===== config.mk =====
export PLATFORM = sky130hd
export DESIGN_NAME = sdiv_seq
export DESIGN_NICKNAME = d
export VERILOG_FILES = /design/src/rtl/sdiv_seq.sv
export SDC_FILE = /design/constraint.sdc
export NUM_CORES = 1
export LEC_CHECK = 0
export CORE_UTILIZATION = 47
export CTS_CLUSTER_SIZE = 8
export DETAILED_ROUTE_END_ITERATION = 8
export GPL_TIMING_DRIVEN = 0
export MAX_ROUTING_LAYER = met4
export PLACE_DENSITY = 0.68
export SLEW_MARGIN = 30
export SYNTH_ARGS = -nofsm -noshare
export SYNTH_HDL_FRONTEND = slang
export SYNTH_SLANG_ARGS = --single-unit

===== constraint.sdc =====
create_clock -name clk_i -period 3.45 [get_ports clk_i]
set_clock_uncertainty 0.05 [all_clocks]
set_input_delay 0.69 -clock clk_i [delete_from_list [all_inputs] [get_ports clk_i]]
set_output_delay 0.69 -clock clk_i [all_outputs]
set_load 0.01 [all_outputs]

===== src/rtl/sdiv_seq.sv =====
// -----------------------------------------------------------------------------
// sdiv_seq -- sequential signed integer divider (restoring algorithm)
//
// Divides a signed dividend by a signed divisor. Each quotient bit takes one
// clock cycle, so a division finishes DATAWIDTH+1 cycles after start. Division
// by zero skips the iteration and finishes one cycle after start. Results
// truncate toward zero, and the remainder has the same sign as the dividend.
//
// Ports
//   clk_i        : clock, rising edge
//   rst_ni       : asynchronous reset, active low
//   start_i      : latch a_i/b_i and begin a division (ignored while busy_o)
//   a_i          : signed dividend
//   b_i          : signed divisor
//   quot_o       : signed quotient, registered, held until the next result
//   rem_o        : signed remainder, registered, held until the next result
//   busy_o       : high while a division is in progress
//   done_o       : one-cycle pulse when quot_o/rem_o/divbyzero_o are new
//   divbyzero_o  : the last completed division had b == 0
// -----------------------------------------------------------------------------
module sdiv_seq #(
  parameter int DATAWIDTH = 64
) (
  input  logic                 clk_i,
  input  logic                 rst_ni,
  input  logic                 start_i,
  input  logic [DATAWIDTH-1:0] a_i,
  input  logic [DATAWIDTH-1:0] b_i,
  output logic [DATAWIDTH-1:0] quot_o,
  output logic [DATAWIDTH-1:0] rem_o,
  output logic                 busy_o,
  output logic                 done_o,
  output logic                 divbyzero_o
);

  localparam int W  = DATAWIDTH;
  localparam int CW = $clog2(DATAWIDTH + 1);
  localparam logic [W-1:0]  ONE   = W'(1);
  localparam logic [CW-1:0] CNT_1 = CW'(1);
  localparam logic [CW-1:0] CNT_W = CW'(DATAWIDTH);

  typedef enum logic [1:0] {IDLE, CALC, FIX} state_t;

  state_t        state_q, state_d;
  logic [W-1:0]  a_q,     a_d;      // raw dividend, returned as remainder on b == 0
  logic [W-1:0]  dvd_q,   dvd_d;    // dividend magnitude; quotient bits shift in at the bottom
  logic [W-1:0]  dvs_q,   dvs_d;    // divisor magnitude
  logic [W-1:0]  prem_q,  prem_d;   // partial remainder (always < divisor magnitude)
  logic [CW-1:0] cnt_q,   cnt_d;
  logic          qneg_q,  qneg_d;
  logic          rneg_q,  rneg_d;
  logic          bzero_q, bzero_d;
  logic [W-1:0]  quot_q,  quot_d;
  logic [W-1:0]  rem_q,   rem_d;
  logic          busy_q,  busy_d;
  logic          done_q,  done_d;
  logic          dbz_q,   dbz_d;

  // The shifted partial remainder and the trial difference carry one extra
  // bit: a divisor magnitude of 2^(W-1) would otherwise overflow, and the top
  // bit of the difference is the borrow that decides the quotient bit.
  logic [W:0] rem_shift;
  logic [W:0] diff;

  always_comb begin
    state_d   = state_q;
    a_d       = a_q;
    dvd_d     = dvd_q;
    dvs_d     = dvs_q;
    prem_d    = prem_q;
    cnt_d     = cnt_q;
    qneg_d    = qneg_q;
    rneg_d    = rneg_q;
    bzero_d   = bzero_q;
    quot_d    = quot_q;
    rem_d     = rem_q;
    busy_d    = busy_q;
    done_d    = 1'b0;
    dbz_d     = dbz_q;
    rem_shift = {prem_q, dvd_q[W-1]};
    diff      = rem_shift - {1'b0, dvs_q};

    unique case (state_q)
      IDLE: begin
        if (start_i) begin
          a_d     = a_i;
          dvd_d   = a_i[W-1] ? (~a_i + ONE) : a_i;
          dvs_d   = b_i[W-1] ? (~b_i + ONE) : b_i;
          prem_d  = '0;
          cnt_d   = CNT_W;
          qneg_d  = a_i[W-1] ^ b_i[W-1];
          rneg_d  = a_i[W-1];
          bzero_d = (b_i == '0);
          busy_d  = 1'b1;
          state_d = (b_i == '0) ? FIX : CALC;
        end
      end

      CALC: begin
        if (!diff[W]) begin
          prem_d = diff[W-1:0];
          dvd_d  = {dvd_q[W-2:0], 1'b1};
        end else begin
          prem_d = rem_shift[W-1:0];
          dvd_d  = {dvd_q[W-2:0], 1'b0};
        end
        cnt_d = cnt_q - CNT_1;
        if (cnt_q == CNT_1) begin
          state_d = FIX;
        end
      end

      FIX: begin
        if (bzero_q) begin
          quot_d = '1;
          rem_d  = a_q;
          dbz_d  = 1'b1;
        end else begin
          // most-negative / -1 wraps back to most-negative here, which is
          // the exact W-bit result; no error is flagged for it.
          quot_d = qneg_q ? (~dvd_q + ONE) : dvd_q;
          rem_d  = rneg_q ? (~prem_q + ONE) : prem_q;
          dbz_d  = 1'b0;
        end
        done_d  = 1'b1;
        busy_d  = 1'b0;
        state_d = IDLE;
      end

      default: begin
        state_d = IDLE;
      end
    endcase
  end

  always_ff @(posedge clk_i or negedge rst_ni) begin
    if (!rst_ni) begin
      state_q <= IDLE;
      a_q     <= '0;
      dvd_q   <= '0;
      dvs_q   <= '0;
      prem_q  <= '0;
      cnt_q   <= '0;
      qneg_q  <= 1'b0;
      rneg_q  <= 1'b0;
      bzero_q <= 1'b0;
      quot_q  <= '0;
      rem_q   <= '0;
      busy_q  <= 1'b0;
      done_q  <= 1'b0;
      dbz_q   <= 1'b0;
    end else begin
      state_q <= state_d;
      a_q     <= a_d;
      dvd_q   <= dvd_d;
      dvs_q   <= dvs_d;
      prem_q  <= prem_d;
      cnt_q   <= cnt_d;
      qneg_q  <= qneg_d;
      rneg_q  <= rneg_d;
      bzero_q <= bzero_d;
      quot_q  <= quot_d;
      rem_q   <= rem_d;
      busy_q  <= busy_d;
      done_q  <= done_d;
      dbz_q   <= dbz_d;
    end
  end

  assign quot_o      = quot_q;
  assign rem_o       = rem_q;
  assign busy_o      = busy_q;
  assign done_o      = done_q;
  assign divbyzero_o = dbz_q;

endmodule


==> results of run 1 <==
[Yosys cell counts, drive strengths merged (40+ instances only)]
library cell,n
a22oi,57
ha,70
o22a,59
xor2,179
nor2,142
mux2i,48
a21oi,175
inv,96
o22ai,40
o31ai,77
o21ai,376
clkbuf,143
dfrtp,398
or3,51
nand2,534
nor3,43
xnor2,123
[routing by layer]
| layer | GRT usage, % | part of all wire, % | wire, um | vias up |
|---|---|---|---|---|
| li1 | - | - | - | 11200 |
| met1 | 42.5 | 42 | 38300 | 11400 |
| met2 | 54.7 | 47 | 42300 | 909 |
| met3 | 4.12 | 5.6 | 5050 | 254 |
| met4 | 15.9 | 5.7 | 5190 | 0 |
| met5 | - | 0 | 0 | - |
[per-stage QoR]
step	utilization (%)	cells	cell area, um2	hold slack (ns)
floorplan	-	2948	25000	0.344
global placement	54.2	3897	28500	0.402
detailed placement	54.5	3901	28600	0.408
CTS	59.4	4004	31200	0.0203
global route	60.2	4023	31600	0.0523
finish	60.2	4023	31600	-0.00692
[registers in the layout, summed over array words and instances, names as in the netlist, 2 cells and up]
name / cells
a_q: 64
cnt_q: 7
dvd_q: 64
dvs_q: 64
prem_q: 64
quot_o: 64
rem_o: 64
state_q: 2
[cells by family (layout without fill, tap and decap cells)]
family,Yosys count,in the layout,share of synthesized area [%]
buffers and inverters,266,652,4.04
adder cells (fa/ha/maj),71,71,3.59
XOR/XNOR,302,302,10.6
flip-flops,398,398,39.9
AO/OA/AOI/OAI,923,923,22.9
AND/OR/NAND/NOR,940,940,17.1
other,0,1,0
multiplexers,48,48,1.92
[power by group through the flow]
stage | Combinational (mW) | Sequential, mW | Clock [mW]
2_1_floorplan | 13.0 | 8.49 | 0
3_3_place_gp | 18.5 | 9.03 | 0
3_5_place_dp | 18.8 | 9.09 | 0
4_1_cts | 21.3 | 9.11 | 4.89
5_1_grt | 24.2 | 9.48 | 5.06
6_report | 22.3 | 9.27 | 4.85
[what timing repair did]
item / 4_1_cts / 5_1_grt
gates resized for setup: 210 / 82
setup buffers: 42 / 24
setup endpoints to repair: 130 / 101
pin swaps: 46 / 43
gates cloned: 6 / 1
[worst reg2reg max path, stage by stage, from the launching register on]
cell	delay, ns
dfrtp_2	0.50
clkinvlp_4	0.17
ha_4	0.19
fa_2	0.35
nand2b_4	0.15
a21o_1	0.18
a31oi_1	0.19
a211o_2	0.19
a31oi_4	0.13
or4_4	0.53
a31o_1	0.25
nand3_2	0.11
buf_12	0.15
buf_12	0.15
buf_6	0.11
buf_6	0.09
mux2i_1	0.21
o21ai_1	0.07
[final timing paths]
path,end,slack (ns)
worst max-delay path,prem_q[2],-0.50
worst min-delay path,quot_o[61],-0.007
worst max register to register,prem_q[2],-0.50
worst min register to register,busy_o,0.43
max in group asynchronous,prem_q[7],1.71
min in group clk_i,a_q[12],0.30
[final cells by class]
type / count / area [um2]
Inverter: 97 / 368
Clock buffer: 56 / 1390
Timing Repair Buffer: 337 / 3430
Antenna cell: 1 / 2.50
Multi-Input combinational cell: 2284 / 14800
Buffer: 160 / 733
Fill cell: 4644 / 20900
Sequential cell: 398 / 9970
Clock inverter: 2 / 60.1
Tap cell: 688 / 861
==> metrics.md, run 1 <==
| Metric | Value |
|---|---|
| Element type at the critical path end | `register` |
| Number of global-route vias before repair | `23200` |
| Violation count after the first detailed-routing iteration | `2082` |
| Max Slew Vio Count | `0` |
| Root buffer cell | `clkbuf_16` |
| Final worst setup slack | `-0.495 ns` |
| Post-Syn Nets | `3150` |
| Hold crit path type | `input port to async pin` |
| Horizontal die dimension | `233 um` |
| Starting density of the core | `47.5%` |
| CTS tree | `yes` |
| Core Footprint | `52600 um2` |
| Cell count after synthesis | `2948` |
| RSZ-0062 raised after global routing | `true` |
| Required arrival time at the worst endpoint | `3.86 ns` |
| Peak Freq | `253 MHz` |
| Slew HR | `25.3%` |
| Maximum vdd ir drop | `574 uV` |
| Post-Synthesis Mean Instance Area | `8.47 um2` |
| Cells on worst reg2reg path | `17` |
| Power density over the cells | `1150 nW/um2` |
| Min cycle time layout | `3.95 ns` |
| Share of power burned in registers | `25.4%` |
| TritonCTS Buffers | `55` |
| Unique cell type count in the Yosys netlist | `82` |
| Tightest Pin Transition | `1.12 ns` |
| Status | `finished with violations` |
| Instance count on the critical path | `17` |
| Power consumption | `36.4 mW` |
| Final setup TNS | `-23.96 ns` |
| Commonest non-fill, non-tap cell in the layout | `nand2_1` |
| Worst reg2reg startpoint | `dvd_q[63]` |
| Layout cells sized above 1 | `9.90%` |
| Cell family contributing the most delay on the critical path | `compound AO/OA/AOI/OAI gates` |
| Critical path's slowest cell | `or4_4` |
| Part of the power in combinational logic | `61.2%` |
| Count of synthesis-stage warnings from yosys | `0` |
| Detailed placement HPWL | `69.0 mm` |
| Biggest cell delay along the critical path | `0.53 ns` |
| Clock sinks | `398` |
| Number of flops mapped to enable cells by yosys | `0` |
| Leak Pwr | `13.4 nW` |
| CTS HTree Levels | `2` |
| Sum of buffers and inverters on the critical path | `5` |
| Type of the setup path with the least slack | `register to register` |
| Top library cells by usage in the layout, fill and taps aside | `nand2_1 (530), dfrtp_1 (388), clkdlybuf4s50_1 (232)` |
| Worst setup path start | `dvd_q[63]` |
| Period Utilization, post-route | `114%` |
| Maximum number of pins on one net before global-route repair | `87` |
| Seq/Total Area, Yosys | `39.9%` |
| Area share of the largest cell type after synthesis | `39.9%` |
| Pint | `19.4 mW` |
| Final #Nets | `3535` |
| Hold violation count in the final report | `7` |
| # Max-Cap Violations | `0` |
| Clock Pin Slew Worst Setup and Hold Paths | `0.05 ns` |
| Initial antenna violation count | `2` |
| Worst-case setup slack after placement | `-1.64 ns` |
| Worst-skew pair later-pin latency | `0.63 ns` |
| Wirelength, routed | `90.8 mm` |
| Psw | `17.0 mW` |
| Number of search-and-repair iterations in the first detailed-routing pass | `6` |
| Biggest area contributors in the synthesized netlist | `dfrtp_1 (40%), nand2_1 (8.0%), xor2_1 (6.3%), xnor2_1 (4.3%), o21ai_0 (4.2%)` |
| Buffers added on ports | `261` |
| DR WL/cell | `22.6 um` |
| DRC violations left | `0` |
| Placement Rows | `84` |
| Top-level I/O count | `262` |
| Minimum hold slack | `-0.00692 ns` |
| WP data arrival | `4.35 ns` |
| Layout area overhead | `26.6%` |
| Number of flip-flops and latches in the synthesized netlist | `398` |
| CTS Hold Buffers Added | `0` |
| Total vias in the final route | `23800` |
| GR Util All Layers | `33.9%` |
| Placer's final routability congestion estimate | `0.942` |
| DIE HEIGHT | `233 um` |
| Clock power share | `13.3%` |
| Largest area contributor in the netlist | `dfrtp_1` |
| Critical Path Fanout Max | `6` |
| Failing checks | `negative hold slack, negative setup slack` |
| Number of buffers on the longest clock path | `3` |
| Aggregate global routing overflow | `0` |
| Fraction of registers with async set/reset | `100%` |
| Die outline area | `54100 um2` |
| Per-cell via count in the routed design | `5.91` |
| Count of final setup violators | `69` |
| Ordered cell list for the critical path | `clkinvlp_4, ha_4, fa_2, nand2b_4, a21o_1, a31oi_1, a211o_2, a31oi_4, or4_4, a31o_1, nand3_2, buf_12, buf_12, buf_6, buf_6, mux2i_1, o21ai_1` |
| Dominant synthesized flop cell | `dfrtp_1` |
| ANT nets after route | `0` |
| Switching share of total power | `46.6%` |
| Global-route wire length before repair | `136 mm` |
| CP Launch Type | `register` |
| Area of the mapped netlist | `25000 um2` |
Power figures use the tool's default switching activity.
==> run 2, diff against run 1 <==
- CORE_UTILIZATION: 47 -> 41
- PLACE_DENSITY: 0.68 -> 0.6
==> metrics.md, run 2 (synthesis results as in run 1) <==
| Metric | Value |
|---|---|
| Maximum number of pins on one net before global-route repair | `87 (unchanged)` |
| Clock sinks | `398 (unchanged)` |
| Peak Freq | `259 MHz (+2.0%)` |
| Hold violation count in the final report | `0 (-7)` |
| Final worst setup slack | `-0.416 ns (+0.0790 ns)` |
| Max Slew Vio Count | `0 (unchanged)` |
| Total vias in the final route | `23400 (-1.5%)` |
| WP data arrival | `4.30 ns (-0.05 ns)` |
| Power consumption | `35.0 mW (-3.8%)` |
| Buffers added on ports | `261 (unchanged)` |
| Critical Path Fanout Max | `7 (+1)` |
| Leak Pwr | `13.4 nW (about the same)` |
| Final setup TNS | `-23.57 ns (+0.386 ns)` |
| Worst hold path startpoint | `a_i[12]` |
| GR Util All Layers | `30.1% (-3.9 points)` |
| Violation count after the first detailed-routing iteration | `1643 (-21%)` |
| Cell count of the worst hold path | `3` |
| CTS tree | `yes` |
| Commonest non-fill, non-tap cell in the layout | `nand2_1` |
| DIE HEIGHT | `249 um (+7.0%)` |
| Power density over the cells | `1110 nW/um2 (-3.5%)` |
| RSZ-0062 raised after global routing | `true` |
| Top library cells by usage in the layout, fill and taps aside | `nand2_1 (529), dfrtp_1 (390), clkdlybuf4s50_1 (229)` |
| Starting density of the core | `41.5% (-6.1 points)` |
| Initial antenna violation count | `0 (-2)` |
| Clock Pin Slew Worst Setup and Hold Paths | `0.05 ns (about the same)` |
| Placement Rows | `90 (+7.1%)` |
| Min cycle time layout | `3.87 ns (-0.0790 ns)` |
| Number of diodes | `0 (-1)` |
| Layout cells sized above 1 | `9.00% (-0.90 points)` |
| DR WL/cell | `22.5 um (-0.51%)` |
| TritonCTS Buffers | `56 (+1.8%)` |
| Per-cell via count in the routed design | `5.70 (-3.7%)` |
| Worst-case register-to-register setup slack | `-0.42 ns (+0.08 ns)` |
| # Max-Cap Violations | `0 (unchanged)` |
| Fill cells | `5647 (+22%)` |
| Hold crit path type | `input port to register` |
| Worst reg2reg startpoint | `dvd_q[63]` |
| CP Launch Type | `register` |
| Required arrival time at the worst endpoint | `3.89 ns (+0.03 ns)` |
| Aggregate global routing overflow | `0 (unchanged)` |
| Detailed placement HPWL | `71.5 mm (+3.7%)` |
| Horizontal die dimension | `249 um (+7.0%)` |
| Cells on worst reg2reg path | `17 (unchanged)` |
| Placed cell area | `28800 um2 (+0.51%)` |
| Layout area overhead | `26.2%` |
| Final Instance Count excl. Fillers | `4115 (+2.3%)` |
| Worst R2R End | `prem_q[56]` |
| Wirelength, routed | `92.4 mm (+1.8%)` |
| Number of global-route vias before repair | `23100 (-0.46%)` |
| Slew HR | `27.5% (+2.2 points)` |
| Element type at the critical path end | `register` |
| Worst-case hold path end point | `a_q[12]` |
| Final design instance area without fill | `31500 um2 (-0.30%)` |
| Worst-skew pair later-pin latency | `0.62 ns (about the same)` |
| DRC violations left | `0 (unchanged)` |
| Failing checks | `negative setup slack` |
| Top-level I/O count | `262 (unchanged)` |
| Status | `finished with violations` |
| CTS HTree Levels | `2 (unchanged)` |
| Maximum vdd ir drop | `549 uV (-4.5%)` |
| Final #Nets | `3528 (-0.20%)` |
| Share of the core filled with cells | `52.3% (-7.8 points)` |
| Count of final setup violators | `71 (+2.9%)` |
| Core Footprint | `60200 um2 (+15%)` |
| ANT nets after route | `0 (unchanged)` |
| Number of search-and-repair iterations in the first detailed-routing pass | `5 (-1)` |
| Die outline area | `61900 um2 (+15%)` |
| Type of the setup path with the least slack | `register to register` |
| Global-route wire length before repair | `140 mm (+2.8%)` |
| Placer's final routability congestion estimate | `0.969 (+2.9%)` |
| Tightest Pin Transition | `1.09 ns (-0.0328 ns)` |
| Total placed cells including tap cells | `3996 (+2.4%)` |
| Period Utilization, post-route | `112% (-2.3 points)` |
| Root buffer cell | `clkbuf_16` |
| Number of buffers on the longest clock path | `3 (unchanged)` |
==> run 2: cell type report <==
cell class | count | area [um2] | share of cell area, %
multi-input combinational | 2284 | 14700 | 46.7
sequential | 398 | 9970 | 31.6
timing repair buffer | 328 | 3280 | 10.4
clock buffer | 63 | 1460 | 4.62
tap | 782 | 978 | 3.10
buffer | 161 | 716 | 2.27
inverter | 97 | 368 | 1.17
clock inverter | 2 | 50.0 | 0.159
==> run 2: power by group <==
group	total (mW)	leakage, nW	switching, mW	internal [mW]
clock	5.00	0.738	2.07	2.93
sequential	9.25	5.06	2.42	6.83
combinational	20.8	7.58	11.9	8.88
total	35.0	13.4	16.4	18.6
==> run 2: how the worst max path moves through the flow <==
stage | start | endpoint | slack (ns) | depth (start not counted)
after CTS | dvd_q[63] | prem_q[3] | -0.46 | 16
after floorplan | a_i[12] | dvd_q[50] | -0.17 | 11
after global placement | rst_ni | dvs_q[5] | -15.72 | 1
final | dvd_q[63] | prem_q[56] | -0.42 | 17
after global routing | dvd_q[63] | prem_q[58] | -0.50 | 17
after detailed placement | dvd_q[63] | prem_q[58] | -1.59 | 16
==> run 2: through the flow <==
stage | hold slack, ns | setup WS, ns
2_1_floorplan | 0.344 | -0.173
3_3_place_gp | 0.403 | -15.72
3_5_place_dp | 0.416 | -1.59
4_1_cts | 0.240 | -0.465
5_1_grt | 0.272 | -0.504
6_report | 0.277 | -0.416
==> run 2: routing by layer <==
| metal | up-vias | GRT usage [%] | share of wire, % |
|---|---|---|---|
| met1 | 11400 | 38.3 | 44 |
| met2 | 705 | 49.6 | 48 |
| met4 | 0 | 10.3 | 3.6 |
| met5 | - | - | 0 |
| met3 | 173 | 3.34 | 4.5 |
| li1 | 11200 | - | - |
==> run 2: repair_timing <==
| action | CTS | global route |
|---|---|---|
| hold buffers | 1 | 0 |
| resized for setup | 192 | 46 |
| cloned | 4 | 0 |
| pin swaps | 54 | 37 |
| buffers inserted | 44 | 14 |
| endpoints found under the setup margin | 185 | 104 |
| hold endpoints to repair | 18 | 0 |
==> run 2: critical path, cell delays in order, from the launching register on <==
cell and delay, ns:
dfrtp_2 0.50, clkinvlp_4 0.17, ha_4 0.18, fa_2 0.35, nand2b_4 0.15, a21o_1 0.18, a31oi_1 0.18, a211o_1 0.23
a31oi_4 0.15, or4_4 0.52, a31o_1 0.21, nand3_2 0.11, buf_12 0.15, buf_12 0.11, nor2_4 0.04, buf_12 0.18
a22oi_1 0.12, o21ai_1 0.09
